===== src/rtl/cache_fill_if.sv =====
// Miss-fill bus between the cache stall logic, main memory and the fill FSM.
// master = cache/memory side, slave = fill FSM.
interface cache_fill_if #(
  parameter int ADDR_W = 16,
  parameter int DATA_W = 16,
  parameter int OFF_W  = 3
);
  logic              miss_detected;
  logic [ADDR_W-1:0] miss_address;
  logic              memory_data_valid;
  logic [DATA_W-1:0] memory_data;
  logic              fsm_busy;
  logic              mem_enable;
  logic [ADDR_W-1:0] memory_address;
  logic              write_data_array;
  logic [OFF_W-1:0]  cache_word_offset;
  logic [DATA_W-1:0] data_out;
  logic              write_tag_array;
  logic [ADDR_W-1:0] block_address;

  modport master (
    output miss_detected, miss_address, memory_data_valid, memory_data,
    input  fsm_busy, mem_enable, memory_address, write_data_array,
           cache_word_offset, data_out, write_tag_array, block_address
  );

  modport slave (
    input  miss_detected, miss_address, memory_data_valid, memory_data,
    output fsm_busy, mem_enable, memory_address, write_data_array,
           cache_word_offset, data_out, write_tag_array, block_address
  );
endinterface


===== src/rtl/cache_fill_fsm.sv =====
// Cache miss fill engine: stalls the pipeline, streams one block from main
// memory into the data array, then writes the tag to validate the block.
module cache_fill_fsm #(
  parameter int WORDS_PER_BLOCK = 8,
  parameter int ADDR_W          = 16,
  parameter int DATA_W          = 16
) (
  input  logic          clk,
  input  logic          rst,
  cache_fill_if.slave   bus
);
  localparam int OFF_W = $clog2(WORDS_PER_BLOCK);
  localparam int CNT_W = OFF_W + 1;
  localparam logic [ADDR_W-1:0] BLK_MASK = ~ADDR_W'(2 * WORDS_PER_BLOCK - 1);
  localparam logic [CNT_W-1:0]  CNT_FULL = CNT_W'(WORDS_PER_BLOCK);
  localparam logic [CNT_W-1:0]  CNT_LAST = CNT_W'(WORDS_PER_BLOCK - 1);

  typedef enum logic [1:0] {IDLE, FILL, TAG} state_t;

  state_t            state_q, state_d;
  logic [CNT_W-1:0]  req_cnt;
  logic [CNT_W-1:0]  rsp_cnt;
  logic [ADDR_W-1:0] blk_addr;
  logic              req_act;
  logic              rsp_act;

  always_ff @(posedge clk or posedge rst) begin
    if (rst) state_q <= IDLE;
    else     state_q <= state_d;
  end

  // Request and response counters run independently so that a new request
  // can issue in the same cycle an earlier one returns.
  always_ff @(posedge clk or posedge rst) begin
    if (rst) begin
      req_cnt  <= '0;
      rsp_cnt  <= '0;
      blk_addr <= '0;
    end else if (state_q == IDLE) begin
      if (bus.miss_detected) begin
        blk_addr <= bus.miss_address & BLK_MASK;
        req_cnt  <= '0;
        rsp_cnt  <= '0;
      end
    end else if (state_q == FILL) begin
      if (req_act) req_cnt <= req_cnt + CNT_W'(1);
      if (rsp_act) rsp_cnt <= rsp_cnt + CNT_W'(1);
    end
  end

  always_comb begin
    state_d               = state_q;
    req_act               = 1'b0;
    rsp_act               = 1'b0;
    bus.fsm_busy          = 1'b0;
    bus.mem_enable        = 1'b0;
    bus.memory_address    = '0;
    bus.write_data_array  = 1'b0;
    bus.cache_word_offset = '0;
    bus.data_out          = '0;
    bus.write_tag_array   = 1'b0;
    bus.block_address     = blk_addr;

    case (state_q)
      IDLE: begin
        // Stall in the miss cycle itself so the pipeline never moves past it.
        bus.fsm_busy = bus.miss_detected;
        if (bus.miss_detected) state_d = FILL;
      end
      FILL: begin
        bus.fsm_busy = 1'b1;
        req_act      = (req_cnt < CNT_FULL);
        rsp_act      = bus.memory_data_valid && (rsp_cnt < CNT_FULL);
        if (req_act) begin
          bus.mem_enable     = 1'b1;
          bus.memory_address = blk_addr + ADDR_W'({req_cnt, 1'b0});
        end
        if (rsp_act) begin
          bus.write_data_array  = 1'b1;
          bus.cache_word_offset = rsp_cnt[OFF_W-1:0];
          bus.data_out          = bus.memory_data;
          if (rsp_cnt == CNT_LAST) state_d = TAG;
        end
      end
      TAG: begin
        bus.fsm_busy        = 1'b1;
        bus.write_tag_array = 1'b1;
        state_d             = IDLE;
      end
      default: state_d = IDLE;
    endcase
  end
endmodule


===== src/flat_wrapper.sv =====
// flat-port wrapper written by rule: the top's interface ports become plain ports
module cache_fill_fsm_flat 
#(
  parameter int WORDS_PER_BLOCK = 8,
  parameter int ADDR_W          = 16,
  parameter int DATA_W          = 16
)
  (clk, rst, bus_miss_detected, bus_miss_address, bus_memory_data_valid, bus_memory_data, bus_fsm_busy, bus_mem_enable, bus_memory_address, bus_write_data_array, bus_cache_word_offset, bus_data_out, bus_write_tag_array, bus_block_address);
  cache_fill_if #(.ADDR_W(ADDR_W), .DATA_W(DATA_W), .OFF_W(3)) bus_i ();
  input  logic clk;
  input  logic rst;
  input wire logic [$bits(bus_i.miss_detected)-1:0] bus_miss_detected;
  input wire logic [$bits(bus_i.miss_address)-1:0] bus_miss_address;
  input wire logic [$bits(bus_i.memory_data_valid)-1:0] bus_memory_data_valid;
  input wire logic [$bits(bus_i.memory_data)-1:0] bus_memory_data;
  output wire logic [$bits(bus_i.fsm_busy)-1:0] bus_fsm_busy;
  output wire logic [$bits(bus_i.mem_enable)-1:0] bus_mem_enable;
  output wire logic [$bits(bus_i.memory_address)-1:0] bus_memory_address;
  output wire logic [$bits(bus_i.write_data_array)-1:0] bus_write_data_array;
  output wire logic [$bits(bus_i.cache_word_offset)-1:0] bus_cache_word_offset;
  output wire logic [$bits(bus_i.data_out)-1:0] bus_data_out;
  output wire logic [$bits(bus_i.write_tag_array)-1:0] bus_write_tag_array;
  output wire logic [$bits(bus_i.block_address)-1:0] bus_block_address;
  assign bus_i.miss_detected = bus_miss_detected;
  assign bus_i.miss_address = bus_miss_address;
  assign bus_i.memory_data_valid = bus_memory_data_valid;
  assign bus_i.memory_data = bus_memory_data;
  assign bus_fsm_busy = bus_i.fsm_busy;
  assign bus_mem_enable = bus_i.mem_enable;
  assign bus_memory_address = bus_i.memory_address;
  assign bus_write_data_array = bus_i.write_data_array;
  assign bus_cache_word_offset = bus_i.cache_word_offset;
  assign bus_data_out = bus_i.data_out;
  assign bus_write_tag_array = bus_i.write_tag_array;
  assign bus_block_address = bus_i.block_address;
  cache_fill_fsm #(.WORDS_PER_BLOCK(WORDS_PER_BLOCK), .ADDR_W(ADDR_W), .DATA_W(DATA_W)) u_core (.clk(clk), .rst(rst), .bus(bus_i));
endmodule

===== config.mk =====
export PLATFORM = sky130hd
export DESIGN_NAME = cache_fill_fsm_flat
export DESIGN_NICKNAME = d
export VERILOG_FILES = /design/src/rtl/cache_fill_if.sv /design/src/rtl/cache_fill_fsm.sv /design/src/flat_wrapper.sv
export SDC_FILE = /design/constraint.sdc
export NUM_CORES = 1
export LEC_CHECK = 0
export BUFFER_PORTS_ARGS = -buffer_cell sky130_fd_sc_hd__buf_2
export CAP_MARGIN = 10
export CORE_MARGIN = 4
export CORE_UTILIZATION = 46
export CTS_BUF_LIST = sky130_fd_sc_hd__clkbuf_4
export CTS_CLUSTER_DIAMETER = 60
export DETAILED_ROUTE_END_ITERATION = 8
export PLACE_DENSITY = 0.94
export SYNTH_ARGS = -nofsm -noshare
export SYNTH_HDL_FRONTEND = slang
export SYNTH_SLANG_ARGS = --single-unit

===== constraint.sdc =====
create_clock -name clk -period 2.76 [get_ports clk]
set_clock_uncertainty 0.2 [all_clocks]
set_input_delay 0.276 -clock clk [delete_from_list [all_inputs] [get_ports clk]]
set_output_delay 0.276 -clock clk [all_outputs]
set_load 0.02 [all_outputs]

==> metrics.md, run 1 <==
| Metric | Value |
|---|---|
| Status | `finished, final reports clean` |
| Via density | `4.90` |
| Final worst path period share | `90.0%` |
| HP Class | `input port to flip-flop` |
| Nets | `between 200 and 300` |
| CTS Buf Count | `3` |
| RSZ-0062 raised after global routing | `false` |
| Wirelength, routed | `between 3 and 4 mm` |
| Drt wl/cell | `roughly 13 microns` |
| I/O pin count | `between 90 and 100` |
| Nature of the critical path endpoint | `output pin` |
| Crit path setup slack, layout | `between 0.2 and 0.3 ns` |
| Ys flop type | `dfrtp_1` |
| Max VDD drop | `0.762 mV` |
| Initial core utilization | `about half` |
| Fmax | `~400 MHz` |
| Setup violators final | `0` |
| Total grt overflow | `0` |
| Finished Cell Area | `between 1500 and 2000 sq um` |
| Chip width | `around 62 microns` |
| Dpl hpwl | `around 2.4 mm` |
| Total die area | `between 3000 and 4000 sq um` |
| Slew headroom | `47.6%` |
| Clock tree buffer depth | `2` |
| N_diodes | `0` |
| RePlAce Congestion | `between 0.6 and 0.7` |
| Routed via count | `1182` |
| Setup TNS | `0 ns` |
| I/O Buffers | `81` |
| Final hold slack | `0.00718 ns` |
| Synthesized cell area | `approximately 1300 sq um` |
| Vias in the first global route | `1225` |
| First-pass GRT wire length | `approximately 5.4 mm` |
| Crit path kind | `flip-flop to output pin` |
| Layout area overhead | `34.3%` |
| Post-synth EDFFs | `0` |
| Yosys warns | `0` |
| Sequential area share after synthesis | `between 40% and 50%` |
| Cells after Synth | `between 100 and 150` |
| Reg clk slew, reported paths | `between 0.1 and 0.15 ns` |
| Filler Cell Count | `roughly 230` |
| Static leakage | `between 1 and 1.5 nW` |
| Critical Path RT | `2.28 ns` |
| Max-cap viol count | `0` |
| Async S/R FF share, synth | `100%` |
| Worst Path Arrival | `around 2.0 ns` |
| Worst slack, placed | `between 0.6 and 0.7 ns` |
| Crit start category | `flip-flop` |
| Distinct cells, synth | `34` |
| Peak fanout along the critical path | `18` |
| Share of layout cells above drive strength 1 | `between 40% and 50%` |
| Fin. max-slew vios | `0` |
| 1st-pass router iterations | `4` |
| Post-route minimum period | `2.49 ns` |
| Clock latency on the worst-skew pair | `roughly 0.30 ns` |
| Drt drc | `0` |
| Fin util | `roughly two thirds` |
| Initial antenna violation count | `0` |
| Htree depth | `1` |
| Core area | `~2800 sq um` |
| Mapped Avg Cell Area | `10.8 sq um` |
| Cell Rows | `19` |
| Placed Cells | `approximately 230` |
| CTS Sinks | `22` |
| Final ANT Viol Nets | `0` |
| Root Driver | `clkbuf_4` |
| #FFs+latches synth | `22` |
| Least-Margin Pin Slew | `roughly 0.79 ns` |
| Pwr Total | `roughly 1.7 mW` |
| Largest net degree at the start of global routing | `23` |
| Yosys top cell area share | `40.9%` |
| Synth area leaders | `dfrtp_1, and2_1, mux2_4` |
| Die Y | `62.1 microns` |
| DRT iter0 DRCs | `12` |
| Area after DPL | `~1700 sq um` |
| Cell area power density | `between 900 and 1000 nW/um^2` |
| GRT Total Usage | `16.9%` |
| CTS tree | `yes` |
| Area leader, netlist | `dfrtp_1` |
| Fin cells | `about 240` |
| Final Hold Vio Count | `0` |
## sequential cells by signal, indices dropped and copies added (netlist names)
signal                    count
u_core.bus.block_address     12
u_core.req_cnt                4
u_core.rsp_cnt                4
u_core.state_q                2
## synth_stat cells, types with 2 or more instances
| cell type | instances |
|---|---|
| ha_1 | 6 |
| o21ai_1 | 2 |
| mux2i_1 | 2 |
| mux2_4 | 8 |
| inv_1 | 3 |
| nor2_1 | 3 |
| nand2_1 | 5 |
| buf_6 | 3 |
| nand4b_1 | 2 |
| xnor2_1 | 2 |
| o21ai_0 | 3 |
| dfrtp_1 | 22 |
| mux2_2 | 4 |
| a21oi_1 | 4 |
| and2_1 | 32 |
| buf_4 | 6 |
## layout by cell type, fill, tap and decap left out, types with 2 or more instances in the layout
master         instances
a21oi_1                4
xnor2_1                2
conb_1                 5
dlygate4sd3_1          6
nand2_1                5
mux2i_1                2
mux2_4                 8
and2_1                32
inv_1                  3
ha_1                   6
dfrtp_1               22
clkbuf_4               3
buf_2                 81
o21ai_0                3
o21ai_1                2
nor2_1                 3
nand4b_1               2
mux2_2                 4
## worst max-delay path, stage by stage (launching register included)
cell	delay, ns
dfrtp_1	0.42
inv_1	0.10
ha_1	0.32
and2b_1	0.49
and2_1	0.22
buf_2	0.17
## routing by layer
metal	part of all wire, %	global-route usage, %	up-vias
met3	14	5.95	4
met1	36	18.7	535
met5	0	0	-
met4	1.6	8.40	0
li1	-	-	573
met2	49	28.5	70
## timing repair
action | 4_1_cts | 5_1_grt
setup buffers | 0 | 0
gates resized for setup | 0 | 0
endpoints found under the hold margin | 27 | 0
hold buffers | 6 | 0
## final cells by class
type / instances / area, sq um / share of cell area (%)
Clock inverter: 1 / 3.75 / 0.207
Multi-Input combinational cell: 93 / 713 / 39.4
Inverter: 4 / 15.0 / 0.830
Sequential cell: 22 / 551 / 30.4
Tap cell: 31 / 38.8 / 2.14
Timing Repair Buffer: 87 / 465 / 25.7
Clock buffer: 3 / 22.5 / 1.24
## power breakdown
| group | internal (mW) | switching (mW) |
|---|---|---|
| clock | 0.0526 | 0.0873 |
| combinational | 0.427 | 0.617 |
| sequential | 0.443 | 0.107 |
| total | 0.923 | 0.812 |
## final timing paths
path / slack (ns) / depth (start not counted) / start / end
max: 0.27 / 5 / u_core.state_q[1] / bus_memory_address[12]
min: 0.007 / 2 / bus_miss_address[8] / u_core.bus.block_address[8]
max reg2reg: 0.68 / 4 / u_core.state_q[0] / u_core.bus.block_address[10]
min reg2reg: 0.34 / 1 / u_core.bus.block_address[5] / u_core.bus.block_address[5]
max in group asynchronous: 1.41 / 3 / rst / u_core.req_cnt[0]
min in group asynchronous: 0.46 / 3 / rst / u_core.bus.block_address[12]
## logic make-up (layout without fill, tap and decap cells)
| group | Yosys count | count (layout) | synth area share (%) |
|---|---|---|---|
| and+or+nand+nor | 50 | 50 | 23.5 |
| AOI/OAI and AO/OA | 15 | 15 | 6.78 |
| muxes | 14 | 14 | 13.7 |
| other | 1 | 5 | 0.278 |
| adders and majority gates | 6 | 6 | 5.57 |
| xor gates and xnor gates | 3 | 3 | 1.95 |
| DFF | 22 | 22 | 40.9 |
| buffers and inverters | 14 | 95 | 7.33 |
Power figures use the tool's default switching activity.
==> inputs of run 2 (changes only) <==
Settings changed: ABC_CLOCK_PERIOD_IN_PS set to 2760, RECOVER_POWER set to 50.
==> run 2 against run 1 <==
Sequential power barely moved. Cell count stayed put. Flip-flop and latch count is the same. Register-to-register slack got worse by 0.21 ns. First-iteration DRC count stayed put. Die area did not move. Global-route usage is the same. Via count rose by 0.34%.
==> metrics.md, run 2 (synthesis gave the netlist of run 1 again) <==
| Metric | Value |
|---|---|
| Status | `finished, final reports clean` |
| Post-route minimum period | `2.49 ns` |
| Max-cap viol count | `0` |
| Critical Path RT | `2.28 ns` |
| Drt wl/cell | `12.9 microns` |
| First-pass GRT wire length | `5.40 mm` |
| Total grt overflow | `0` |
| Max VDD drop | `0.751 mV` |
| Post-CTS setup buffers | `0` |
| Max stage delay cell, worst path | `and2b_1` |
| Slew headroom | `47.4%` |
| Fmax | `401 MHz` |
| Area after DPL | `around 1700 sq um` |
| HP Class | `input port to flip-flop` |
| Nature of the critical path endpoint | `output pin` |
| Final hold slack | `about 0.0055 ns` |
| Crit path kind | `flip-flop to output pin` |
| Share of total power in the clock network | `between 8 and 9%` |
| Most common cell after layout, fill and taps aside | `buf_2` |
| Switching power share of the total | `47.5%` |
| Clock tree buffer depth | `2` |
| Dpl hpwl | `2.44 mm` |
| Die Y | `between 60 and 70 microns` |
| CTS Sinks | `22` |
| I/O pin count | `91` |
| Critical path, cell by cell | `inv_1 -> ha_1 -> and2b_1 -> and2_4 -> buf_2` |
| Setup TNS | `0 ns` |
| CTS Buf Count | `3` |
| Max stage delay on crit path | `approximately 0.5 ns` |
| Worst Path Arrival | `about 2.0 ns` |
| Static leakage | `just under 1 nW` |
| Initial antenna violation count | `0` |
| Most frequent cells in the layout | `buf_2, and2_1, dfrtp_1` |
| Cell Rows | `19` |
| Largest register FFs | `12` |
| Vias in the first global route | `roughly 1200` |
| Setup violators final | `0` |
| RSZ-0062 raised after global routing | `false` |
| N_diodes | `0` |
| DRT iter0 DRCs | `12` |
| I/O Buffers | `~80` |
| Core area | `around 2800 sq um` |
| Reg clk slew, reported paths | `approximately 0.12 ns` |
| Nets | `253` |
| Total die area | `between 3000 and 4000 sq um` |
| Via density | `roughly 5` |
| GRT Total Usage | `16.9%` |
| Sw Pwr | `between 0.8 and 0.9 mW` |
| Fin. max-slew vios | `0` |
| Final ANT Viol Nets | `0` |
| Reg power frac | `around 32%` |
| Crit path setup slack, layout | `0.268 ns` |
| Initial core utilization | `48.4%` |
| Final Hold Vio Count | `0` |
| Largest net degree at the start of global routing | `23` |
| 1st-pass router iterations | `2` |
| Wirelength, routed | `3.11 mm` |
| Cell area power density | `~950 nW/um^2` |
| Drt drc | `0` |
| Peak fanout along the critical path | `18` |
| Chip width | `slightly above 60 microns` |
| Routed via count | `about 1200` |
| Finished Cell Area | `about 1800 sq um` |
| Htree depth | `1` |
| Clock latency on the worst-skew pair | `about 0.30 ns` |
| Least-Margin Pin Slew | `0.789 ns` |
| RePlAce Congestion | `0.695` |
| Root Driver | `clkbuf_4` |
| Layout area overhead | `32.8%` |
| Share of layout cells above drive strength 1 | `41.0%` |
| Internal Power | `0.898 mW` |
| Comb pwr share | `about three fifths` |
| Crit start category | `flip-flop` |
| Worst slack, placed | `between 0.6 and 0.7 ns` |
| CTS tree | `yes` |
| Final worst path period share | `~90%` |
==> run 2: layout make-up <==
class	count	area [sq um]
clock buffer	3	22.5
timing repair buffer	87	448
inverter	4	15.0
sequential	22	551
tap	31	38.8
clock inverter	1	3.75
multi-input combinational	93	711
fill	235	992
==> run 2: path summary, 6_finish.rpt <==
kind | from | end | cells past startpoint | slack [ns]
max | u_core.state_q[1] | bus_memory_address[2] | 5 | 0.27
min reg2reg | u_core.rsp_cnt[0] | u_core.rsp_cnt[0] | 1 | 0.34
max reg2reg | u_core.state_q[0] | u_core.bus.block_address[10] | 4 | 0.47
min in group asynchronous | rst | u_core.bus.block_address[12] | 3 | 0.46
max in group asynchronous | rst | u_core.req_cnt[0] | 3 | 1.41
min | bus_miss_address[8] | u_core.bus.block_address[8] | 2 | 0.006
==> run 2: metal layers <==
layer	vias to the layer above	track usage [%]	part of all wire (%)	wire, microns
li1	575	-	-	-
met1	537	18.7	37	1140
met2	70	28.5	48	1500
met3	4	5.95	13	410
met4	0	8.40	1.6	51
met5	-	0	0	0
==> run 2: metrics by stage <==
step	power, mW	cells	utilization (%)
2_1_floorplan	1.32	129	-
3_3_place_gp	1.57	231	61.9
3_5_place_dp	1.60	231	61.9
4_1_cts	1.75	241	65.0
5_1_grt	1.84	241	64.3
6_report	1.71	241	64.3
==> run 2: power groups by stage <==
stage / Combinational (mW) / Clock (mW) / Sequential, mW
6_report: 1.02 / 0.141 / 0.552
5_1_grt: 1.11 / 0.154 / 0.579
4_1_cts: 1.06 / 0.144 / 0.551
3_5_place_dp: 1.05 / 0 / 0.549
3_3_place_gp: 1.02 / 0 / 0.545
2_1_floorplan: 0.673 / 0 / 0.643
==> run 2: critical path, delay by kind of cell (launching register included) <==
kind	cells	cell delay, ns
fa+ha+maj	1	0.32
buf+inv	2	0.26
flops	1	0.42
simple gates	2	0.72
==> run 2: timing repair <==
action,CTS,global route
endpoints found under the hold margin,27,0
resized for setup,0,0
hold buffers,6,0
